<file path="src/rtl/pll_phase_sequencer.sv">
// Dynamic fine-phase sequencer for a multi-output PLL: debounces lock, issues
// timed phasestep pulses per request, tracks per-channel phase and recovers from lock loss.
module pll_phase_sequencer #(
    parameter int CHANNELS     = 4,
    parameter int STEP_W       = 8,
    parameter int PHASE_MOD    = 64,
    parameter int SETUP_CYC    = 2,
    parameter int PULSE_CYC    = 2,
    parameter int SETTLE_CYC   = 8,
    parameter int LOCK_FILT    = 16,
    parameter int RST_CYC      = 16,
    parameter int LOCK_TIMEOUT = 65535
) (
    input  logic                                    clk_i,
    input  logic                                    reset,
    input  logic                                    req_valid,
    output logic                                    req_ready,
    input  logic [1:0]                              req_ch,
    input  logic [STEP_W-1:0]                       req_steps,
    input  logic                                    pll_locked,
    output logic                                    pll_reset,
    output logic [1:0]                              phasesel,
    output logic                                    phasedir,
    output logic                                    phasestep,
    output logic                                    phaseloadreg,
    output logic                                    done,
    output logic                                    err,
    output logic                                    fault,
    output logic                                    locked_o,
    output logic [7:0]                              relock_cnt,
    output logic [CHANNELS*$clog2(PHASE_MOD)-1:0]   phase_pos
);

    localparam int POS_W   = $clog2(PHASE_MOD);
    localparam int FILT_W  = $clog2(LOCK_FILT + 1);
    localparam int TO_W    = $clog2(LOCK_TIMEOUT + 1);
    localparam int MAX_A   = (SETUP_CYC > PULSE_CYC) ? SETUP_CYC : PULSE_CYC;
    localparam int MAX_B   = (MAX_A > SETTLE_CYC) ? MAX_A : SETTLE_CYC;
    localparam int CYC_MAX = (MAX_B > RST_CYC) ? MAX_B : RST_CYC;
    localparam int CYC_W   = $clog2(CYC_MAX + 1);

    typedef enum logic [2:0] {
        WAIT_LOCK,
        IDLE,
        SETUP,
        PULSE,
        GAP,
        PLLRST
    } state_t;

    state_t              state_reg, state_next;
    logic [CYC_W-1:0]    cyc_cnt_reg, cyc_cnt_next;
    logic [TO_W-1:0]     wait_cnt_reg, wait_cnt_next;
    logic [STEP_W-1:0]   steps_left_reg, steps_left_next;
    logic [1:0]          ch_reg, ch_next;
    logic                dir_reg, dir_next;
    logic                done_reg, done_next;
    logic                err_reg, err_next;
    logic                fault_reg, fault_next;
    logic [7:0]          relock_cnt_reg, relock_cnt_next;
    logic [FILT_W-1:0]   filt_cnt_reg;
    logic                lock_filt_reg, lock_filt_next;
    logic                pos_step, pos_clear;
    logic                accept, bad_ch, lock_lost, in_flight;
    logic [STEP_W-1:0]   req_mag;

    // Lock debounce: locked_o is the registered filter gated by the raw lock,
    // so it drops in the very cycle the PLL reports loss of lock.
    assign lock_filt_next = pll_locked &&
                            (lock_filt_reg || (filt_cnt_reg == FILT_W'(LOCK_FILT - 1)));

    always_ff @(posedge clk_i) begin
        if (reset || !pll_locked) begin
            filt_cnt_reg  <= '0;
            lock_filt_reg <= 1'b0;
        end else begin
            lock_filt_reg <= lock_filt_next;
            if (!lock_filt_next)
                filt_cnt_reg <= filt_cnt_reg + FILT_W'(1);
        end
    end

    assign locked_o = lock_filt_reg & pll_locked;

    assign req_ready = (state_reg == IDLE) && locked_o;
    assign accept    = req_valid && req_ready;
    assign bad_ch    = ({1'b0, req_ch} >= 3'(CHANNELS));
    // Two's-complement magnitude kept unsigned, so the most negative value maps to 2^(STEP_W-1).
    assign req_mag   = req_steps[STEP_W-1] ? ((~req_steps) + STEP_W'(1)) : req_steps;
    assign in_flight = (state_reg == SETUP) || (state_reg == PULSE) || (state_reg == GAP);
    assign lock_lost = !locked_o && (in_flight || (state_reg == IDLE));

    always_ff @(posedge clk_i) begin
        if (reset) begin
            state_reg      <= WAIT_LOCK;
            cyc_cnt_reg    <= '0;
            wait_cnt_reg   <= '0;
            steps_left_reg <= '0;
            ch_reg         <= '0;
            dir_reg        <= 1'b0;
            done_reg       <= 1'b0;
            err_reg        <= 1'b0;
            fault_reg      <= 1'b0;
            relock_cnt_reg <= '0;
        end else begin
            state_reg      <= state_next;
            cyc_cnt_reg    <= cyc_cnt_next;
            wait_cnt_reg   <= wait_cnt_next;
            steps_left_reg <= steps_left_next;
            ch_reg         <= ch_next;
            dir_reg        <= dir_next;
            done_reg       <= done_next;
            err_reg        <= err_next;
            fault_reg      <= fault_next;
            relock_cnt_reg <= relock_cnt_next;
        end
    end

    always_comb begin
        state_next      = state_reg;
        cyc_cnt_next    = cyc_cnt_reg;
        wait_cnt_next   = wait_cnt_reg;
        steps_left_next = steps_left_reg;
        ch_next         = ch_reg;
        dir_next        = dir_reg;
        fault_next      = fault_reg;
        relock_cnt_next = relock_cnt_reg;
        done_next       = 1'b0;
        err_next        = 1'b0;
        pos_step        = 1'b0;
        pos_clear       = 1'b0;

        case (state_reg)
            WAIT_LOCK: begin
                // Leave on the edge the filter qualifies, so IDLE coincides with locked_o rising.
                if (lock_filt_next) begin
                    state_next = IDLE;
                    fault_next = 1'b0;
                end else if (wait_cnt_reg == TO_W'(LOCK_TIMEOUT - 1)) begin
                    fault_next   = 1'b1;
                    state_next   = PLLRST;
                    cyc_cnt_next = '0;
                end else begin
                    wait_cnt_next = wait_cnt_reg + TO_W'(1);
                end
            end
            IDLE: begin
                if (accept) begin
                    if (bad_ch) begin
                        err_next = 1'b1;
                    end else if (req_mag == '0) begin
                        done_next = 1'b1;
                    end else begin
                        ch_next         = req_ch;
                        dir_next        = req_steps[STEP_W-1];
                        steps_left_next = req_mag;
                        cyc_cnt_next    = '0;
                        state_next      = SETUP;
                    end
                end
            end
            SETUP: begin
                if (cyc_cnt_reg == CYC_W'(SETUP_CYC - 1)) begin
                    cyc_cnt_next = '0;
                    state_next   = PULSE;
                end else begin
                    cyc_cnt_next = cyc_cnt_reg + CYC_W'(1);
                end
            end
            PULSE: begin
                if (cyc_cnt_reg == CYC_W'(PULSE_CYC - 1)) begin
                    pos_step     = 1'b1;
                    cyc_cnt_next = '0;
                    state_next   = GAP;
                end else begin
                    cyc_cnt_next = cyc_cnt_reg + CYC_W'(1);
                end
            end
            GAP: begin
                if (cyc_cnt_reg == CYC_W'(SETTLE_CYC - 1)) begin
                    cyc_cnt_next = '0;
                    if (steps_left_reg == STEP_W'(1)) begin
                        done_next  = 1'b1;
                        state_next = IDLE;
                    end else begin
                        steps_left_next = steps_left_reg - STEP_W'(1);
                        state_next      = SETUP;
                    end
                end else begin
                    cyc_cnt_next = cyc_cnt_reg + CYC_W'(1);
                end
            end
            PLLRST: begin
                if (cyc_cnt_reg == CYC_W'(RST_CYC - 1)) begin
                    pos_clear     = 1'b1;
                    wait_cnt_next = '0;
                    cyc_cnt_next  = '0;
                    state_next    = WAIT_LOCK;
                end else begin
                    cyc_cnt_next = cyc_cnt_reg + CYC_W'(1);
                end
            end
            default: state_next = WAIT_LOCK;
        endcase

        // Lock loss overrides whatever the step sequence wanted this cycle.
        if (lock_lost) begin
            state_next   = PLLRST;
            cyc_cnt_next = '0;
            done_next    = 1'b0;
            err_next     = in_flight;
            pos_step     = 1'b0;
            if (relock_cnt_reg != 8'hFF)
                relock_cnt_next = relock_cnt_reg + 8'd1;
        end
    end

    logic [POS_W-1:0] pos_reg [CHANNELS];

    generate
        for (genvar gi = 0; gi < CHANNELS; gi++) begin : g_pos
            always_ff @(posedge clk_i) begin
                if (reset || pos_clear) begin
                    pos_reg[gi] <= '0;
                end else if (pos_step && (ch_reg == 2'(gi))) begin
                    if (dir_reg)
                        pos_reg[gi] <= (pos_reg[gi] == '0) ? POS_W'(PHASE_MOD - 1)
                                                          : pos_reg[gi] - POS_W'(1);
                    else
                        pos_reg[gi] <= (pos_reg[gi] == POS_W'(PHASE_MOD - 1)) ? '0
                                                          : pos_reg[gi] + POS_W'(1);
                end
            end
            assign phase_pos[gi*POS_W +: POS_W] = pos_reg[gi];
        end
    endgenerate

    // phasestep is gated combinationally so lock loss or reset kills the pulse immediately.
    assign phasestep    = (state_reg == PULSE) && locked_o && !reset;
    assign pll_reset    = (state_reg == PLLRST);
    assign phaseloadreg = 1'b0;
    assign phasesel     = ch_reg;
    assign phasedir     = dir_reg;
    assign done         = done_reg;
    assign err          = err_reg;
    assign fault        = fault_reg;
    assign relock_cnt   = relock_cnt_reg;

endmodule

</file>
<file path="config.mk">
export PLATFORM = sky130hd
export DESIGN_NAME = pll_phase_sequencer
export DESIGN_NICKNAME = d
export VERILOG_FILES = /design/src/rtl/pll_phase_sequencer.sv
export SDC_FILE = /design/constraint.sdc
export NUM_CORES = 1
export LEC_CHECK = 0
export CAP_MARGIN = 10
export CORE_UTILIZATION = 30
export CTS_BUF_LIST = sky130_fd_sc_hd__clkbuf_4
export CTS_CLUSTER_DIAMETER = 50
export DETAILED_ROUTE_END_ITERATION = 12
export PLACE_DENSITY = 0.5
export REMOVE_ABC_BUFFERS = 1
export SETUP_SLACK_MARGIN = 0.3
export SYNTH_ARGS = -nofsm -noshare
export SYNTH_HDL_FRONTEND = slang
export SYNTH_SLANG_ARGS = --single-unit
</file>
<file path="constraint.sdc">
create_clock -name clk_i -period 2.6 [get_ports clk_i]
set_input_delay 0.52 -clock clk_i [delete_from_list [all_inputs] [get_ports clk_i]]
set_output_delay 0.52 -clock clk_i [all_outputs]
set_load 0.005 [all_outputs]
</file>
---- After elaboration in Yosys (flattened, before gate mapping) ----
Memory sizes are Yosys's and may differ from the RTL's.
Cells that the tools add are included.
word-level totals
  register bits ........................... 52
  memory bits (writable) .................. 24
  input port bits ......................... 14
  output and inout bits ................... 43
  memories ................................ 1
cells by class
  add/subtract/negate cells ............... 14
  equal/unequal tests ..................... 37
  multiplexer cells ....................... 85
  bitwise logic cells ..................... 12
  reduce and logical (&&, ||, !) cells .... 41
memory list
  memory   depth  width  rd ports  clocked after memory_dff  wr ports  line  source
  pos_reg  4      6      4         0                         4         218   logic [POS_W-1:0] pos_reg [CHANNELS];
operators with widths
  kind                     count
  $mux W6                  16
  $mux W16                 3
  $mux W8                  5
  $mux W1                  39
  $mux W5                  7
  $pmux W16 S2             1
  $mux W3                  9
  $pmux W5 S5              1
  $add A6 B1 Y6 const B    4
  $eq A6 B6 Y1 const B     4
  $logic_not A6 Y1         4
  $sub A6 B1 Y6 const B    4
  $pmux W3 S6              1
  $add A16 B1 Y16 const B  1
  $add A8 B1 Y8 const B    2
  $eq A16 B16 Y1 const B   1
  $pmux W8 S2              1
  $reduce_and A7 Y1        2
  $ne A2 B2 Y1 const B     6
  $add A5 B1 Y5 const B    2
  $eq A5 B4 Y1 const B     2
  $logic_and A1 B1 Y1      10
  $reduce_and A5 Y1        2
  $ne A3 B2 Y1 const B     3
  other kinds (31)         59

---- Logic depth before layout (Yosys ltp) ----
  depth after elaboration ................. 12
  gate-level depth with buffers ........... 11
  gate-level depth less buffers ........... 10

---- Worst setup path before layout ----
No wires, ideal clock.
  path kind ............................... input to register
  from .................................... input port req_steps[2]
  to ...................................... register steps_left_reg[1]
  setup time .............................. 87 ps
  arrival time ............................ 2578 ps
  slack ................................... -66 ps
  cell stages on the path ................. 8
  path buffers ............................ 2
  cells stage by stage .................... buf_6 or4_4 o221a_1 or3_4 o21a_1 buf_6 or4_1 o31ai_1
between the ends
  cells in the longest elaborated chain, start to end .. 6
RTL lines
  what                                    line  source
  from (decl)                             19    input logic [STEP_W-1:0] req_steps,
  $not A8 Y8                              89    assign req_mag = req_steps[STEP_W-1] ? ((~req_steps) + STEP_W'(1)) : req_steps;
  $add A8 B1 Y8                           89
  $mux W8 (*)                             89
  $logic_not A8 Y1 (*)                    151   end else if (req_mag == '0) begin
  $ne A2 B2 Y1 (no source line) (*)       --
  $reduce_and A5 Y1 (no source line) (*)  --
  to (signal assigned)                    109   steps_left_reg <= steps_left_next;
  to (decl)                               54    logic [STEP_W-1:0] steps_left_reg, steps_left_next;
Mark *: on every way between the ends. The rest lies on a longest branch, timed or not.
A chain may end at the register's enable or synchronous reset.

---- Final worst setup path ----
Ends and elaborated chain as after synthesis.

==> impl_metrics.py <==
metrics = {
    "run_status": {
        "outcome": "completed",
    },
    "pwr": {
        "max-vdd-ir-drop_mv": 0.354,
        "p_leak_nw": 2.36,
        "powerDensity_mw_per_mm2": 499,
    },
    "sta": {
        "finalSetupViolations": 0,
        "report.final.hold_viol_count": 0,
        "tns_ps": 0,
        "drv_slew": 0,
        "period_share_pct": 86.6,
        "max_freq_mhz": 444,
        "relSlewSlack_pct": 47.2,
        "fin_skew_ps": 25.2,
        "tightestPinTransition_ps": 781,
        "setup_ws_ps": 349,
        "rsz0062_at_grt": "true",
        "hold_slack_ps": 473,
        "period_needed_ps": 2250,
    },
    "logic_synthesis": {
        "synthCells": 607,
        "synth-seq-cells": 76,
        "avgSynthCellArea_um2": 8.18,
        "synth_cell_types": 67,
        "ys_async_sr_fraction_pct": 0,
        "syn_area_mm2": 0.00497,
        "synth-warning-count": 0,
        "yosysSeqAreaShare_pct": 35.5,
        "synth-edff-count": 24,
        "ys.flop_type": "dfxtp_1",
    },
    "drt": {
        "vias": 4718,
        "first_iter_violations": 331,
        "wl_per_cell_um": 14.1,
        "drt-total-wl_mm": 13.0,
        "drtAntennaViolNets": 0,
        "drcViolationCount": 0,
        "dr.pass1.iters": 4,
        "vias_per_cell": 5.11,
    },
    "die": {
        "core_area_mm2": 0.0160,
        "die_w_um": 131,
        "die_y_um": 131,
        "ios": 57,
        "rows": 46,
        "floorplan.die_area_mm2": 0.0171,
        "floorplan.initialDensity_pct": 31.0,
    },
    "clocking": {
        "insertion_delay_ps": 440,
        "h-tree-depth": 3,
        "clk_pin_slew_ps": 140,
        "cts-buffers-inserted": 9,
        "cts_sinks": 76,
        "cts_root_buffer": "clkbuf_4",
        "cts_max_path_buffers": 2,
        "cts_tree": "built",
    },
    "hold_path": {
        "hold_class": "reg2reg",
    },
    "setup_path": {
        "worst_setup_path_end_kind": "flop",
        "critPathRequiredTime_ps": 2960,
        "arrival_ps": 2610,
        "critPathLaunchType": "input pin",
        "cp_max_fo": 4,
        "path_class": "in2reg",
    },
    "layout": {
        "multiInputGateArea_mm2": 0.00313,
        "seq_area_mm2": 0.00177,
        "stdcell_area_mm2": 0.00642,
        "fillers": 1652,
        "layout_commonest_cell": "nor2_1",
        "drive_above_1_share_pct": 16.1,
        "antenna_cells": 0,
        "nets": 740,
        "syn2layout_area_growth_pct": 29.2,
        "largest_reg_flops": 24,
        "mostFrequentLayoutCells": "79 x nor2_1, 56 x buf_4, 49 x nand2_1, 47 x dfxtp_1, 46 x clkdlybuf4s50_1",
    },
    "placement": {
        "gp_congestion": 0.861,
        "pre_cts_slack_ps": -480,
        "port_buffers": 55,
        "placed_area_mm2": 0.00602,
        "dp_hpwl_mm": 9.37,
    },
    "grt": {
        "antenna_found_initial": 0,
        "grt_usage_pct": 16.1,
        "grt-ovfl-total": 0,
        "first_global_vias": 4575,
        "grt_max_degree": 27,
        "grt_first_pass_wirelength_mm": 21.9,
    },
    "job": {
        "cap_viol_max_count": 0,
    },
}
[where the power goes]
part           internal [mW]  switching, mW  leakage, nW
sequential              1.30          0.108        0.658
combinational          0.441          0.536         1.61
clock                  0.393          0.421       0.0876
total                   2.14           1.06         2.36
[cells in the mapped netlist (5+ instances only)]
cell / number / area share (%)
o22ai_1: 5 / 0.63
nand3b_1: 5 / 0.76
dfxtp_1: 52 / 21
xnor2_1: 17 / 3.0
xor2_1: 33 / 5.8
a21oi_1: 32 / 3.2
ha_1: 24 / 6.0
buf_1: 5 / 0.38
nand2_1: 50 / 3.8
nor2b_1: 5 / 0.63
o211ai_1: 5 / 0.76
a31oi_1: 10 / 1.3
and2_1: 6 / 0.76
inv_1: 22 / 1.7
o21ai_0: 22 / 2.2
edfxtp_1: 24 / 15
a211oi_1: 10 / 1.5
and3_1: 11 / 1.4
clkbuf_1: 23 / 1.7
o32ai_1: 5 / 0.88
nand3_1: 32 / 3.2
o21a_1: 5 / 0.76
nand4_1: 15 / 1.9
nand2b_1: 5 / 0.63
nor2_1: 82 / 6.2
nor3_1: 26 / 2.6
nor4_1: 5 / 0.63
o31ai_1: 5 / 0.76
[worst max-delay path, stage by stage]
cell and delay (ps):
clkdlybuf4s15_1 180, or4_4 540, o221a_1 260, or3_4 370, o21a_1 230, or4_1 420
o31ai_1 90
[worst paths after layout]
check	slack [ps]	endpoint	cells past startpoint	startpoint
setup / recovery	350	steps_left_reg[1]	7	req_steps[2]
hold / removal	470	cyc_cnt_reg[0]	1	cyc_cnt_reg[0]
setup reg to reg	380	pos_reg[1][3]	9	state_reg[2]
hold reg to reg	470	cyc_cnt_reg[0]	1	cyc_cnt_reg[0]
[stage by stage]
stage / instances / power (mW) / util, %
2_1_floorplan: 576 / 1.96 / -
3_3_place_gp: 896 / 2.33 / 37.6
3_5_place_dp: 896 / 2.33 / 37.6
4_1_cts: 918 / 3.21 / 39.2
5_1_grt: 923 / 3.42 / 40.1
6_report: 923 / 3.20 / 40.1
[area by class of cell]
| class | instances | share of cell area (%) |
|---|---|---|
| clock buffer | 10 | 1.17 |
| sequential | 76 | 27.6 |
| inverter | 23 | 1.35 |
| tap | 216 | 4.21 |
| timing repair buffer | 115 | 15.7 |
| multi-input combinational | 477 | 48.7 |
| clock inverter | 6 | 1.23 |
[cell families after synthesis]
logic type	Yosys count	share of synthesized area [%]
fa+ha+maj	24	6.05
compound gates	131	17.6
mux	3	0.605
buf+inv	54	4.46
simple gates	268	27.0
other cells	1	0.0755
flops	76	35.5
xor+xnor	50	8.82
[repair_timing]
action / 4_1_cts / 5_1_grt
hold buffers: 0 / 0
buffers inserted: 6 / 5
endpoints found under the setup margin: 26 / 43
hold endpoints to repair: 0 / 0
resized for setup: 26 / 29
pin swaps: 9 / 13
[per-layer routing]
metal	wire, µm	GRT usage (%)	vias to the layer above
li1	-	-	2394
met5	0	0	-
met1	6330	21.5	2225
met4	114	6.83	0
met2	5960	25.6	93
met3	582	2.81	6
Note: power is estimated with default switching activity, not from simulation.
